`src/rtl/keystream_byte_cipher_pkg.sv`:
```
// Shared constants and buffer-state encoding for the keystream byte cipher.
// The optional accepted-word counter is enabled by KS_BYTE_CNT_EN.
package prng_cipher_pkg;

   localparam int DATA_W_DEFAULT = 8;
   localparam int KS_DEPTH       = 2;

   typedef enum logic [1:0] {
      KS_EMPTY = 2'd0,
      KS_ONE   = 2'd1,
      KS_FULL  = 2'd2
   } ks_state_e;

endpackage

```
`src/rtl/keystream_byte_cipher_if.sv`:
```
// Valid/ready byte-stream bundle: input words in, ciphered words out.
// slave = cipher side, master = producer/consumer side.
interface keystream_byte_cipher_if #(
   parameter int DATA_W = prng_cipher_pkg::DATA_W_DEFAULT
);
   logic [DATA_W-1:0] i_data;
   logic              i_valid;
   logic              o_ready;
   logic [DATA_W-1:0] o_data;
   logic              o_valid;
   logic              i_ready;

   modport slave (
      input  i_data, i_valid, i_ready,
      output o_ready, o_data, o_valid
   );

   modport master (
      output i_data, i_valid, i_ready,
      input  o_ready, o_data, o_valid
   );
endinterface

```
`src/rtl/keystream_byte_cipher_sync.sv`:
```
// Two-flop synchroniser for the PRNG clock/bit plus falling-edge strobe.
// The strobe marks the cycle in which the synced bit is to be sampled.
module ks_bit_sync (
   input  logic i_clk,
   input  logic i_rst,
   input  logic i_ks_clk,
   input  logic i_ks_bit,
   output logic o_strobe,
   output logic o_bit
);
   logic [2:0] clk_sync_q, clk_sync_d;
   logic [1:0] bit_sync_q, bit_sync_d;

   always_comb begin
      clk_sync_d = {clk_sync_q[1:0], i_ks_clk};
      bit_sync_d = {bit_sync_q[0], i_ks_bit};
   end

   always_ff @(posedge i_clk or negedge i_rst) begin
      if (!i_rst) begin
         clk_sync_q <= '0;
         bit_sync_q <= '0;
      end else begin
         clk_sync_q <= clk_sync_d;
         bit_sync_q <= bit_sync_d;
      end
   end

   assign o_strobe = clk_sync_q[2] & ~clk_sync_q[1];
   assign o_bit    = bit_sync_q[1];
endmodule

```
`src/rtl/keystream_byte_cipher.sv`:
```
// Packs PRNG keystream bits into a 2-word buffer and XORs them onto a byte stream.
// Define KS_BYTE_CNT_EN to add the o_word_cnt accepted-transfer counter.
module keystream_byte_cipher
   import prng_cipher_pkg::*;
#(
   parameter int DATA_W = DATA_W_DEFAULT
) (
   input  logic       i_clk,
   input  logic       i_rst,
   input  logic       i_clr,
   input  logic       i_ks_clk,
   input  logic       i_ks_bit,
   keystream_byte_cipher_if.slave bus,
   output logic [1:0] o_ks_level,
   output logic       o_overrun
`ifdef KS_BYTE_CNT_EN
   ,
   output logic [31:0] o_word_cnt
`endif
);
   localparam int CW = $clog2(DATA_W);

   logic              ks_strobe;
   logic              ks_bit;
   logic [CW-1:0]     cnt_q, cnt_d;
   logic [DATA_W-1:0] sh_q, sh_d;
   logic              ks_push;
   logic [DATA_W-1:0] ks_word;
   ks_state_e         state_q, state_d;
   logic [DATA_W-1:0] buf_q [KS_DEPTH];
   logic [DATA_W-1:0] buf_d [KS_DEPTH];
   logic              overrun_q, overrun_d;
   logic [DATA_W-1:0] odata_q, odata_d;
   logic              ovalid_q, ovalid_d;
   logic              accept;

   ks_bit_sync u_sync (
      .i_clk    (i_clk),
      .i_rst    (i_rst),
      .i_ks_clk (i_ks_clk),
      .i_ks_bit (i_ks_bit),
      .o_strobe (ks_strobe),
      .o_bit    (ks_bit)
   );

   always_comb begin
      cnt_d   = cnt_q;
      sh_d    = sh_q;
      ks_push = 1'b0;
      ks_word = {sh_q[DATA_W-2:0], ks_bit};
      if (ks_strobe) begin
         sh_d = ks_word;
         if (cnt_q == CW'(DATA_W - 1)) begin
            ks_push = 1'b1;
            cnt_d   = '0;
         end else begin
            cnt_d = cnt_q + 1'b1;
         end
      end
      if (i_clr) begin
         cnt_d   = '0;
         sh_d    = '0;
         ks_push = 1'b0;
      end
   end

   // Ready never looks at i_valid, so upstream may wait on it freely.
   assign bus.o_ready = (state_q != KS_EMPTY) && (!ovalid_q || bus.i_ready);
   assign accept      = bus.i_valid && bus.o_ready;

   always_comb begin
      state_d   = state_q;
      buf_d     = buf_q;
      overrun_d = overrun_q;
      unique case (state_q)
         KS_EMPTY: begin
            if (ks_push) begin
               buf_d[0] = ks_word;
               state_d  = KS_ONE;
            end
         end
         KS_ONE: begin
            unique case ({accept, ks_push})
               2'b11: buf_d[0] = ks_word;
               2'b10: state_d = KS_EMPTY;
               2'b01: begin
                  buf_d[1] = ks_word;
                  state_d  = KS_FULL;
               end
               default: ;
            endcase
         end
         KS_FULL: begin
            if (accept) begin
               buf_d[0] = buf_q[1];
               if (ks_push) buf_d[1] = ks_word;
               else         state_d  = KS_ONE;
            end else if (ks_push) begin
               overrun_d = 1'b1;
            end
         end
         default: state_d = KS_EMPTY;
      endcase
      if (i_clr) begin
         state_d   = KS_EMPTY;
         overrun_d = 1'b0;
      end
   end

   always_comb begin
      odata_d  = odata_q;
      ovalid_d = ovalid_q;
      if (accept) begin
         odata_d  = bus.i_data ^ buf_q[0];
         ovalid_d = 1'b1;
      end else if (ovalid_q && bus.i_ready) begin
         ovalid_d = 1'b0;
      end
      if (i_clr) begin
         odata_d  = odata_q;
         ovalid_d = 1'b0;
      end
   end

   always_ff @(posedge i_clk or negedge i_rst) begin
      if (!i_rst) begin
         cnt_q     <= '0;
         sh_q      <= '0;
         state_q   <= KS_EMPTY;
         buf_q     <= '{default: '0};
         overrun_q <= 1'b0;
         odata_q   <= '0;
         ovalid_q  <= 1'b0;
      end else begin
         cnt_q     <= cnt_d;
         sh_q      <= sh_d;
         state_q   <= state_d;
         buf_q     <= buf_d;
         overrun_q <= overrun_d;
         odata_q   <= odata_d;
         ovalid_q  <= ovalid_d;
      end
   end

   assign bus.o_data  = odata_q;
   assign bus.o_valid = ovalid_q;
   assign o_ks_level  = state_q;
   assign o_overrun   = overrun_q;

`ifdef KS_BYTE_CNT_EN
   logic [31:0] word_cnt_q, word_cnt_d;

   always_comb begin
      word_cnt_d = word_cnt_q;
      if (accept) word_cnt_d = word_cnt_q + 32'd1;
      if (i_clr)  word_cnt_d = '0;
   end

   always_ff @(posedge i_clk or negedge i_rst) begin
      if (!i_rst) word_cnt_q <= '0;
      else        word_cnt_q <= word_cnt_d;
   end

   assign o_word_cnt = word_cnt_q;
`endif
endmodule

```
`src/flat_wrapper.sv`:
```
// flat-port wrapper written by rule: the top's interface ports become plain ports
module keystream_byte_cipher_flat import prng_cipher_pkg::*;
#(
   parameter int DATA_W = DATA_W_DEFAULT
)
  (i_clk, i_rst, i_clr, i_ks_clk, i_ks_bit, o_ks_level, o_overrun, bus_i_data, bus_i_valid, bus_i_ready, bus_o_ready, bus_o_data, bus_o_valid);
  keystream_byte_cipher_if #(.DATA_W(DATA_W)) bus_i ();
  input  logic i_clk;
  input  logic i_rst;
  input  logic i_clr;
  input  logic i_ks_clk;
  input  logic i_ks_bit;
  output logic [1:0] o_ks_level;
  output logic o_overrun;
  input wire logic [$bits(bus_i.i_data)-1:0] bus_i_data;
  input wire logic [$bits(bus_i.i_valid)-1:0] bus_i_valid;
  input wire logic [$bits(bus_i.i_ready)-1:0] bus_i_ready;
  output wire logic [$bits(bus_i.o_ready)-1:0] bus_o_ready;
  output wire logic [$bits(bus_i.o_data)-1:0] bus_o_data;
  output wire logic [$bits(bus_i.o_valid)-1:0] bus_o_valid;
  assign bus_i.i_data = bus_i_data;
  assign bus_i.i_valid = bus_i_valid;
  assign bus_i.i_ready = bus_i_ready;
  assign bus_o_ready = bus_i.o_ready;
  assign bus_o_data = bus_i.o_data;
  assign bus_o_valid = bus_i.o_valid;
  keystream_byte_cipher #(.DATA_W(DATA_W)) u_core (.i_clk(i_clk), .i_rst(i_rst), .i_clr(i_clr), .i_ks_clk(i_ks_clk), .i_ks_bit(i_ks_bit), .bus(bus_i), .o_ks_level(o_ks_level), .o_overrun(o_overrun));
endmodule
```
`config.mk`:
```
export PLATFORM = sky130hd
export DESIGN_NAME = keystream_byte_cipher_flat
export DESIGN_NICKNAME = d
export VERILOG_FILES = /design/src/rtl/keystream_byte_cipher_pkg.sv /design/src/rtl/keystream_byte_cipher_if.sv /design/src/rtl/keystream_byte_cipher_sync.sv /design/src/rtl/keystream_byte_cipher.sv /design/src/flat_wrapper.sv
export SDC_FILE = /design/constraint.sdc
export NUM_CORES = 1
export LEC_CHECK = 0
export CORE_UTILIZATION = 53
export CTS_CLUSTER_DIAMETER = 50
export CTS_CLUSTER_SIZE = 25
export DETAILED_ROUTE_END_ITERATION = 10
export PLACE_DENSITY = 0.81
export REMOVE_ABC_BUFFERS = 1
export SETUP_SLACK_MARGIN = 0.2
export SKIP_CTS_REPAIR_TIMING = 1
export SKIP_LAST_GASP = 1
export SYNTH_ARGS = -nofsm -noshare
export SYNTH_HDL_FRONTEND = slang
export SYNTH_SLANG_ARGS = --single-unit
export TNS_END_PERCENT = 10
```
`constraint.sdc`:
```
create_clock -name i_clk -period 1.95 [get_ports i_clk]
set_input_delay 0.195 -clock i_clk [delete_from_list [all_inputs] [get_ports i_clk]]
set_output_delay 0.195 -clock i_clk [all_outputs]
set_load 0.01 [all_outputs]
```
[After elaboration in Yosys (flattened, before gate mapping)]
Index checks and enable logic that the tools add are counted.
Cells by class
  add/sub/neg operators: 1
  eq/ne operators: 16
  multiplexer cells: 27
  bitwise logic cells: 4
  reductions and logical operators: 18
Operators with widths (count)
  $mux 8: 3
  $pmux 8 s3: 1
  $mux 16: 1
  $pmux 8 s2: 1
  $mux 7: 2
  $reduce_and 4->1: 3
  $mux 1: 10
  $reduce_bool 2->1: 5
  $mux 3: 3
  $mux 2: 4
  $xor 8x8->8: 1
  $eq 2x2->1 const B: 3
  $ne 2x1->1 const B: 3
  $ne 2x2->1 const B: 3
  $ne 3x2->1 const B: 2
  $pmux 2 s3: 1
  $reduce_bool 3->1: 2
  $eq 2x1->1 const B: 2
  $ne 4x4->1 const B: 1
  $pmux 2 s2: 1
  $add 3x1->3 const B: 1
  $eq 3x3->1 const B: 1
  $logic_and 1x1->1: 3
  $ne 3x3->1 const B: 1
  other kinds (7): 8
Storage, ports and cells
  bits in registers: 43
  input port bits: 15

[Longest topological paths before layout]
Gate-level depths: netlist of the first run.
  word-level depth: 8
  mapped depth: 7

[By module]
A second synthesis of the first run with hierarchy kept.
Unflattened totals
  cells, all modules: 157
  area total of the unflattened synthesis: 2048.2 um^2
By module, submodules not included
  keystream_byte_cipher: times used 1, cells an instance 151, area an instance 1909.3 um^2
  ks_bit_sync: times used 1, cells an instance 6, area an instance 138.9 um^2

[Worst setup path before layout of the first run]
No wires, ideal clock.
  kind: register to register
  from: register u_core.cnt_q[0]
  to: register u_core.buf_q[12] in the netlist's numbering
  arrival: 1.557 ns
  data required time: 1.862 ns
  path slack: 0.304 ns
  stages on the path, launching flop included: 8
  buffers on the path: 1
  clock period less this slack: 1.646 ns
  cell sequence: dfrtp_1 -> ha_1 -> ha_1 -> nand3b_1 -> o32ai_2 -> buf_4 -> a21oi_1 -> a41oi_1
Between the ends
  cells in the longest elaborated chain, start to end: 7
  elaborated cells between the ends (all ways): 8
  those cells by class: eq/ne (4); mux (3); reduce/logical (1)
RTL lines
  start, declared: line keystream_byte_cipher.sv:25  | logic [CW-1:0] cnt_q, cnt_d;
  start signal, assigned: line keystream_byte_cipher.sv:135  | cnt_q <= cnt_d;
  $eq 3x3->1 *: line keystream_byte_cipher.sv:53  | if (cnt_q == CW'(DATA_W - 1)) begin
  $mux 1 *: line keystream_byte_cipher.sv:53
  $mux 1 *: line keystream_byte_cipher.sv:51  | if (ks_strobe) begin
  $mux 1 *: line keystream_byte_cipher.sv:60  | if (i_clr) begin
  $eq 2x2->1: line keystream_byte_cipher.sv:83  | unique case ({accept, ks_push})
  $ne 2x2->1 (no source line)
  $reduce_and 4->1 (no source line) *
  end signal, assigned: line keystream_byte_cipher.sv:138  | buf_q <= buf_d;
  end, declared: line keystream_byte_cipher.sv:30  | logic [DATA_W-1:0] buf_q [KS_DEPTH];
Mark *: on every way between the ends. The rest lies on a longest branch, timed or not.
A chain may end at the register's enable or synchronous reset.

[Worst setup path in the final report of the first run]
  from: register u_core.cnt_q[0]
  to: register u_core.buf_q[11] in the netlist's numbering
Same word-level chain as after synthesis.

==> flow_metrics.tcl, run 1 <==
set metrics [dict create \
    initial_core_util_pct 56.3 \
    status "completed" \
    total_via_count_in_the_routed_design 1444 \
    final.hold.worst_slack_ns 0.275 \
    drive_above_1_share_pct 17.4 \
    placementRows 21 \
    postSynthAreaPerCell_um2 10.6 \
    post_route_cell_area_mm2 0.00238 \
    tritoncts.num_buffers 5 \
    cts.clk_slew.worst_paths_ns 0.12 \
    cp-start-kind "flip-flop" \
    finalSetupViolCount 0 \
    setup.worst_path.class "flip-flop to flip-flop" \
    place_congestion 0.764 \
    drc_errors 0 \
    detail_route.wl_per_cell_um 14.2 \
    area_growth_syn_to_layout_pct 23.8 \
    peakVddDrop_uv 378 \
    cp-end-kind "flip-flop" \
    final_core_utilization_pct 69.6 \
    syn_area_mm2 0.00192 \
    first_global_vias 1391 \
    finish.net_count 235 \
    drt-total-wl_mm 3.76 \
    drt_pre_antenna_iters 4 \
    timing.final.crit_share_pct 91.1 \
    ctsLongestPathBuffers 2 \
    grt_setup_unrepaired "true" \
    power-per-cell-area_mw_per_mm2 625 \
    grt-ovfl-total 0 \
    io_pins 28 \
    yosys-top-cells-count "44 x sky130_fd_sc_hd__nand2_1, 43 x sky130_fd_sc_hd__dfrtp_1, 21 x sky130_fd_sc_hd__a21oi_1, 9 x sky130_fd_sc_hd__xnor2_1, 8 x sky130_fd_sc_hd__a41oi_1" \
    drv.max_cap_violation_count 0 \
    globalRouteTotalUtil_pct 20.8 \
    worst_hold_path_type "primary input to flip-flop" \
    proportion_of_synthesized_flip_flops_having_asynchronous_set_or_reset_pct 100 \
    die_height_um 62.2 \
    synthMostInstantiatedCell "sky130_fd_sc_hd__nand2_1" \
    yosysWarnings 0 \
    cp_data_required_time_ns 2.21 \
    clock.fmax_mhz 563 \
    area_of_the_core_region_mm2 0.00342 \
    cts_h_tree_depth 2 \
    insertedDiodeCount 0 \
    cts_tree "yes" \
    starting_drc_count_in_detailed_routing 69 \
    r2r_cells 7 \
    antenna_left 0 \
    dieArea_mm2 0.00387 \
    yosysUniqueCellTypes 32 \
    tightestPinTransition_ns 0.608 \
    synth_largest_type_area_fraction_pct 56.0 \
    synth_enable_flop_cells 0 \
    count_of_pins_over_their_slew_limit 0 \
    portBuffers 27 \
    netlist_instances 182 \
    hold_viol 0 \
    clk_root_buffer_cell "sky130_fd_sc_hd__clkbuf_4" \
    worst_clock_skew_ns 0.00843 \
    grt_antenna_before_repair 0 \
    synth.ff_latch_count 43 \
    dp_hpwl_mm 2.74 \
    cts.sink_count 43 \
    p_leak_nw 1.01 \
    yosysTopAreaCell "sky130_fd_sc_hd__dfrtp_1" \
    die-width_um 62.2 \
    setup-tns-final_ns 0 \
    synth.top_cells.by_area "sky130_fd_sc_hd__dfrtp_1 56%, sky130_fd_sc_hd__nand2_1 8.6%, sky130_fd_sc_hd__a21oi_1 5.5%" \
    min_path_cells 1 \
    via_per_inst 5.47 \
    grt_pass1_wl_mm 6.30 \
    crit_arrival_ns 2.03 \
    relSlewSlack_pct 59.5 \
    worstPathMaxFanout 7 \
    postPlaceCellArea_mm2 0.00226 \
    period_needed_ns 1.78 \
    grt_max_degree 29 \
    yosysSeqAreaShare_pct 56.0 \
    clk_latency_ns 0.34 \
    synth-main-ff-cell "sky130_fd_sc_hd__dfrtp_1" \
]
cell type report:
| cell class | count | area, µm² |
|---|---|---|
| Tap cell | 46 | 57.6 |
| Clock buffer | 6 | 51.3 |
| Fill cell | 247 | 1040 |
| Timing Repair Buffer | 40 | 372 |
| Inverter | 2 | 7.51 |
| Clock inverter | 1 | 5.00 |
| Multi-Input combinational cell | 126 | 808 |
| Sequential cell | 43 | 1080 |
cell families after synthesis:
logic type	after synthesis	share of synthesized area [%]
buf+inv	13	3.71
mux	8	4.69
xor+xnor	9	4.10
compound gates	45	15.8
simple gates	62	14.4
fa+ha+maj	2	1.30
flops	43	56.0
cell usage in the layout (no fill, tap or decap), drive strengths merged, types with 2 or more instances in the layout:
cell,count
a21oi,21
a41oi,8
and2b,2
buf,13
clkbuf,6
clkdlybuf4s50,25
dfrtp,43
ha,2
inv,2
mux2,8
nand2,44
nand2b,4
nand3b,2
nor2,5
nor3,2
o21ai,11
xnor2,9
worst max-delay path: stages, from the launching register on:
cell                       delay (ns)
sky130_fd_sc_hd__dfrtp_1         0.39
sky130_fd_sc_hd__ha_2            0.21
sky130_fd_sc_hd__ha_4            0.15
sky130_fd_sc_hd__nand3b_1        0.16
sky130_fd_sc_hd__o32ai_4         0.35
sky130_fd_sc_hd__buf_4           0.21
sky130_fd_sc_hd__a21oi_1         0.07
sky130_fd_sc_hd__a41oi_1         0.16
per-stage QoR:
| stage | instances | total power, W | setup slack (ns) |
|---|---|---|---|
| 4_1_cts | 261 | 0.00150 | 0.115 |
| 3_5_place_dp | 254 | 0.00108 | 0.0758 |
| 2_1_floorplan | 171 | 0.000993 | 0.185 |
| 6_report | 264 | 0.00149 | 0.173 |
| 5_1_grt | 264 | 0.00157 | 0.0374 |
| 3_3_place_gp | 254 | 0.00107 | 0.169 |
per-layer routing:
metal	part of all wire [%]	track usage (%)
met1	42	24.3
met2	53	37.6
met3	3.6	4.04
met4	1.7	7.85
met5	0	0
sequential cells by signal, indices dropped and copies added, names as in the netlist:
register,count
u_core.u_sync.bit_sync_q,2
u_core.u_sync.clk_sync_q,3
u_core.o_ks_level,2
u_core.o_overrun,1
u_core.cnt_q,3
u_core.buf_q,16
u_core.bus.o_valid,1
u_core.sh_q,7
u_core.bus.o_data,8
worst paths after layout:
check                                       startpoint                     endpoint  slack, ns
max                                    u_core.cnt_q[0]             u_core.buf_q[11]       0.17
min                                           i_ks_bit  u_core.u_sync.bit_sync_q[0]       0.28
max reg2reg                            u_core.cnt_q[0]             u_core.buf_q[11]       0.17
min reg2reg                u_core.u_sync.clk_sync_q[0]  u_core.u_sync.clk_sync_q[1]       0.36
max in group asynchronous                        i_rst         u_core.o_ks_level[1]       0.99
min in group asynchronous                        i_rst              u_core.buf_q[2]       0.39
report_power, final:
part	internal [W]	switching, W	leakage (nW)	total, W
registers	0.000915	0.0000159	0.564	0.000931
logic	0.0000681	0.0000636	0.414	0.000132
clock network	0.000167	0.000258	0.0341	0.000425
Power figures use the tool's default switching activity.
==> inputs of run 2 (changes only) <==
SLEW_MARGIN = 10   (was default)
clock period = 1.9 ns   (was 1.95 ns; I/O delays follow)
==> run 2 against run 1 <==
Via count decreased by 1.1%; register-to-register slack got worse by 0.07 ns; non-clock buffer count decreased by 1; power increased by 9.6%; setup slack got worse by 0.069 ns; final cell count decreased by 0.38%; utilization decreased by 0.77 points; combinational power about the same; clock skew decreased by 0.00076 ns; worst hold slack got worse by 0.011 ns; clock power increased by 28%; cell area decreased by 1.1%; critical path type unchanged; largest power group unchanged.
==> flow_metrics.tcl, run 2 (synthesis results as in run 1) <==
set metrics [dict create \
    grt_antenna_before_repair 0 \
    die-width_um 62.2 \
    cts.clk_slew.worst_paths_ns 0.11 \
    p_leak_nw 1.02 \
    power_frac_comb_pct 8.0 \
    cts.sink_count 43 \
    count_of_pins_over_their_slew_limit 0 \
    globalRouteTotalUtil_pct 20.9 \
    place_ws_ns 0.0762 \
    drc_errors 0 \
    finish.net_count 234 \
    status "completed" \
    timing.final.crit_share_pct 94.5 \
    clk_root_buffer_cell "sky130_fd_sc_hd__clkbuf_4" \
    detail_route.wl_per_cell_um 13.8 \
    peakVddDrop_uv 413 \
    worstPathMaxFanout 14 \
    tritoncts.num_buffers 5 \
    grt_pass1_wl_mm 6.27 \
    setup.worst_path.class "flip-flop to flip-flop" \
    finalSetupViolCount 0 \
    dieArea_mm2 0.00387 \
    cts_tree "yes" \
    dp_hpwl_mm 2.62 \
    portBuffers 27 \
    largest-register "u_core.buf_q" \
    cp_data_required_time_ns 2.12 \
    max_stage_delay_ns 0.39 \
    largest_register_ff_count 16 \
    switching_share_pct 21.6 \
    cell_internal_pwr_w 0.00128 \
    clk_latency_ns 0.35 \
    crit_path_top_delay_cell "sky130_fd_sc_hd__dfrtp_1" \
    grt_setup_unrepaired "true" \
    drt-total-wl_mm 3.63 \
    drive_above_1_share_pct 15.2 \
    placementRows 21 \
    grt-ovfl-total 0 \
    total_via_count_in_the_routed_design 1428 \
    cp_common_cell "sky130_fd_sc_hd__ha_1" \
    power.share.sequential_pct 58.6 \
    place_congestion 0.823 \
    most_frequent_cells_in_the_layout "44 x sky130_fd_sc_hd__nand2_1, 42 x sky130_fd_sc_hd__dfrtp_1, 25 x sky130_fd_sc_hd__clkdlybuf4s50_1" \
    crit_path_cell_trace "ha_1, ha_1, nand3b_1, o32ai_2, buf_6, buf_4, a41oi_1" \
    drv.max_cap_violation_count 0 \
    power.switching_w 0.000353 \
    relSlewSlack_pct 66.1 \
    placed_cells 253 \
    initial_core_util_pct 56.3 \
    antenna_left 0 \
    cp-end-kind "flip-flop" \
    worst_clock_skew_ns 0.00767 \
    final.setup.worst_slack_ns 0.104 \
    via_per_inst 5.43 \
    period_needed_ns 1.80 \
    worst_hold_path_type "primary input to flip-flop" \
    starting_drc_count_in_detailed_routing 37 \
    hold_viol 0 \
    crit_arrival_ns 2.02 \
    tightestPinTransition_ns 0.509 \
    power-per-cell-area_mw_per_mm2 693 \
    die_height_um 62.2 \
    cts_h_tree_depth 2 \
    area_of_the_core_region_mm2 0.00342 \
    clockPowerShare_pct 33.4 \
    final.hold.worst_slack_ns 0.264 \
    grt_max_degree 44 \
    insertedDiodeCount 0 \
    io_pins 28 \
    ctsLongestPathBuffers 2 \
    most_common_cell_after_layout_fill_and_taps_aside "sky130_fd_sc_hd__nand2_1" \
    stdcell_count 263 \
    area_growth_syn_to_layout_pct 22.4 \
    first_global_vias 1446 \
    clock.fmax_mhz 557 \
    cp-start-kind "flip-flop" \
    drt_pre_antenna_iters 4 \
]
[run 2: stage by stage]
stage / setup TNS (ns) / utilization (%) / instance area, µm² / power [W]
floorplan: 0 / - / 1860 / 0.00102
global placement: 0 / 65.8 / 2250 / 0.00110
detailed placement: 0 / 65.8 / 2250 / 0.00110
CTS: 0 / 67.9 / 2320 / 0.00164
global route: -0.00800 / 68.9 / 2350 / 0.00170
finish: 0 / 68.9 / 2350 / 0.00163
[run 2: worst paths after layout]
path | startpoint | endpoint | cells after the start | slack (ns)
max | u_core.cnt_q[0] | u_core.buf_q[13] | 7 | 0.10
min | i_ks_bit | u_core.u_sync.bit_sync_q[0] | 1 | 0.26
max reg2reg | u_core.cnt_q[0] | u_core.buf_q[13] | 7 | 0.10
min reg2reg | u_core.u_sync.bit_sync_q[0] | u_core.u_sync.bit_sync_q[1] | 0 | 0.36
max in group asynchronous | i_rst | u_core.o_ks_level[1] | 3 | 1.11
min in group asynchronous | i_rst | u_core.bus.o_valid | 3 | 0.42
[run 2: power groups by stage]
stage | combinational, W | sequential [W] | clock [W]
6_report | 0.000131 | 0.000955 | 0.000544
5_1_grt | 0.000146 | 0.000959 | 0.000595
4_1_cts | 0.000131 | 0.000955 | 0.000556
3_5_place_dp | 0.000131 | 0.000973 | 0
3_3_place_gp | 0.000125 | 0.000971 | 0
2_1_floorplan | 0.0000463 | 0.000972 | 0
[run 2: per-layer routing]
metal / GRT usage (%) / part of all wire [%] / vias to the layer above / wire, µm
met4: 11.0 / 1.9 / 0 / 68
met3: 4.60 / 3.4 / 7 / 125
met2: 35.3 / 50 / 32 / 1820
met1: 24.8 / 44 / 693 / 1610
met5: 0 / 0 / - / 0
li1: - / - / 696 / -
[run 2: final cells by class]
type | instances | area [µm²]
repair buffers | 39 | 364
flip-flops and latches | 43 | 1080
multi-input cells | 126 | 774
clock buffers | 6 | 41.3
well taps | 46 | 57.6
inverters | 2 | 7.51
clock inverters | 1 | 30.0
fillers | 262 | 1060
[run 2: critical path: cells and delay by family (launching register included)]
family	cells	cell delay, ns
AND/OR/NAND/NOR	1	0.16
flip-flops	1	0.39
AO/OA/AOI/OAI	2	0.40
buffers and inverters	2	0.32
adder cells (fa/ha/maj)	2	0.39
==> inputs of run 3 (changes only) <==
CORE_UTILIZATION = 50   (was 53)
PLACE_DENSITY = 0.77   (was 0.81)
==> run 3 against run 2 <==
The run now ends with negative hold slack left; wire length down 1.5%; maximum frequency grew 4.8%; clock skew increased by 0.0033 ns; first-iteration DRC count increased by 54%; register-to-register slack improved by 0.08 ns; sequential share of layout area about the same; combinational power about the same; sequential power barely moved.
==> flow_metrics.tcl, run 3 (synthesis results as in run 1) <==
set metrics [dict create \
    cts.clk_slew.worst_paths_ns 0.09 \
    setup-tns-final_ns 0 \
    relSlewSlack_pct 65.2 \
    peakVddDrop_uv 620 \
    initial_core_util_pct 52.5 \
    clk_root_buffer_cell "sky130_fd_sc_hd__clkbuf_8" \
    portBuffers 27 \
    stdcell_count 264 \
    area_of_the_core_region_mm2 0.00366 \
    grt_pass1_wl_mm 6.22 \
    largest_register_ff_count 16 \
    tritoncts.num_buffers 5 \
    worst-path-buf-inv 0 \
    worst_clock_skew_ns 0.0110 \
    die_height_um 64.0 \
    power-per-cell-area_mw_per_mm2 701 \
    detail_route.wl_per_cell_um 13.5 \
    dp_hpwl_mm 2.50 \
    total_via_count_in_the_routed_design 1413 \
    total_power_w 0.00165 \
    clk_latency_ns 0.31 \
    cp_common_cell "sky130_fd_sc_hd__ha_1" \
    most_frequent_cells_in_the_layout "44 x sky130_fd_sc_hd__nand2_1, 42 x sky130_fd_sc_hd__dfrtp_1, 25 x sky130_fd_sc_hd__clkdlybuf4s50_1" \
    worstPathMaxFanout 8 \
    switching_share_pct 23.5 \
    insertedDiodeCount 0 \
    crit_arrival_ns 1.90 \
    grt-ovfl-total 0 \
    max_stage_delay_ns 0.40 \
    drv.max_cap_violation_count 0 \
    cp_data_required_time_ns 2.08 \
    grt_setup_unrepaired "true" \
    period_needed_ns 1.71 \
    timing.final.crit_share_pct 90.2 \
    met2WireLength_mm 1.80 \
    io_pins 28 \
    drive_above_1_share_pct 15.7 \
    failing_checks "negative hold slack" \
    grt_antenna_before_repair 0 \
    dieArea_mm2 0.00410 \
    largest-register "u_core.buf_q" \
    drt-total-wl_mm 3.57 \
    final.fill_count 294 \
    critical-path-top-delay-family "adder cells" \
    placed_cells 256 \
    most_common_cell_after_layout_fill_and_taps_aside "sky130_fd_sc_hd__nand2_1" \
    clockPowerShare_pct 34.3 \
    topRoutingLayerUsed "met4" \
    globalRouteTotalUtil_pct 20.3 \
    m1WireLength_mm 1.56 \
    antenna_left 0 \
    cp-start-kind "flip-flop" \
    drc_errors 0 \
    count_of_pins_over_their_slew_limit 0 \
    crit_path_cell_trace "ha_1, ha_1, and2_0, o211ai_4, mux2_2" \
    hold_viol 43 \
    ctsLongestPathBuffers 2 \
    cp-end-kind "flip-flop" \
    tightestPinTransition_ns 0.523 \
    place_congestion 0.788 \
    power.switching_w 0.000388 \
    final.hold.worst_slack_ns -0.0543 \
    crit_path_top_delay_cell "sky130_fd_sc_hd__dfrtp_1" \
    p_leak_nw 1.01 \
    clock.fmax_mhz 584 \
    finalSetupViolCount 0 \
    starting_drc_count_in_detailed_routing 57 \
    final_core_utilization_pct 64.2 \
    worst_hold_path_type "primary input to asynchronous set/reset pin" \
    via_per_inst 5.35 \
    power_frac_comb_pct 7.8 \
    cts.sink_count 43 \
    die-width_um 64.0 \
    cts_h_tree_depth 2 \
    status "finished with violations" \
    grt_max_degree 44 \
    finish.net_count 232 \
    area_growth_syn_to_layout_pct 22.3 \
    placementRows 22 \
    met3RoutedLength_um 152 \
    first_global_vias 1404 \
    cell_internal_pwr_w 0.00126 \
    power.share.sequential_pct 57.9 \
    cts_tree "yes" \
    setup.worst_path.class "flip-flop to flip-flop" \
    drt_pre_antenna_iters 4 \
]
run 3: path summary, 6_finish.rpt:
check	startpoint	endpoint	slack, ns	depth (start not counted)
worst max-delay path	u_core.cnt_q[0]	u_core.buf_q[1]	0.19	5
min in group i_clk	i_ks_bit	u_core.u_sync.bit_sync_q[0]	0.33	1
worst min-delay path	i_rst	u_core.bus.o_data[5]	-0.05	2
max in group asynchronous	i_rst	u_core.o_ks_level[1]	1.57	2
worst min register to register	u_core.u_sync.bit_sync_q[0]	u_core.u_sync.bit_sync_q[1]	0.35	0
worst max register to register	u_core.cnt_q[0]	u_core.buf_q[1]	0.19	5
run 3: metal layers:
| layer | vias to the layer above | track usage (%) |
|---|---|---|
| met5 | - | 0 |
| met4 | 0 | 8.24 |
| met3 | 5 | 5.71 |
| met2 | 27 | 34.8 |
| met1 | 688 | 23.8 |
| li1 | 693 | - |
run 3: layout make-up:
type | instances | area, µm² | area share [%]
sequential | 43 | 1080 | 45.8
multi-input combinational | 126 | 774 | 32.9
timing repair buffer | 37 | 343 | 14.6
clock buffer | 5 | 68.8 | 2.93
tap | 48 | 60.1 | 2.55
clock inverter | 3 | 20.0 | 0.852
inverter | 2 | 7.51 | 0.319
run 3: metrics by stage:
stage / hold WS [ns] / setup WS (ns) / cell area (µm²)
2_1_floorplan: -0.106 / 0.135 / 1860
3_3_place_gp: 0.282 / 0.101 / 2260
3_5_place_dp: 0.294 / 0.0376 / 2260
4_1_cts: -0.0368 / 0.106 / 2350
5_1_grt: 0.00405 / 0.102 / 2350
6_report: -0.0543 / 0.187 / 2350
run 3: power by group through the flow:
stage	registers, W	clock network [W]	logic [W]
after floorplan	0.000972	0	0.0000463
after global placement	0.000971	0	0.000126
after detailed placement	0.000972	0	0.000130
after CTS	0.000954	0.000584	0.000132
after global routing	0.000957	0.000609	0.000143
final	0.000954	0.000566	0.000128
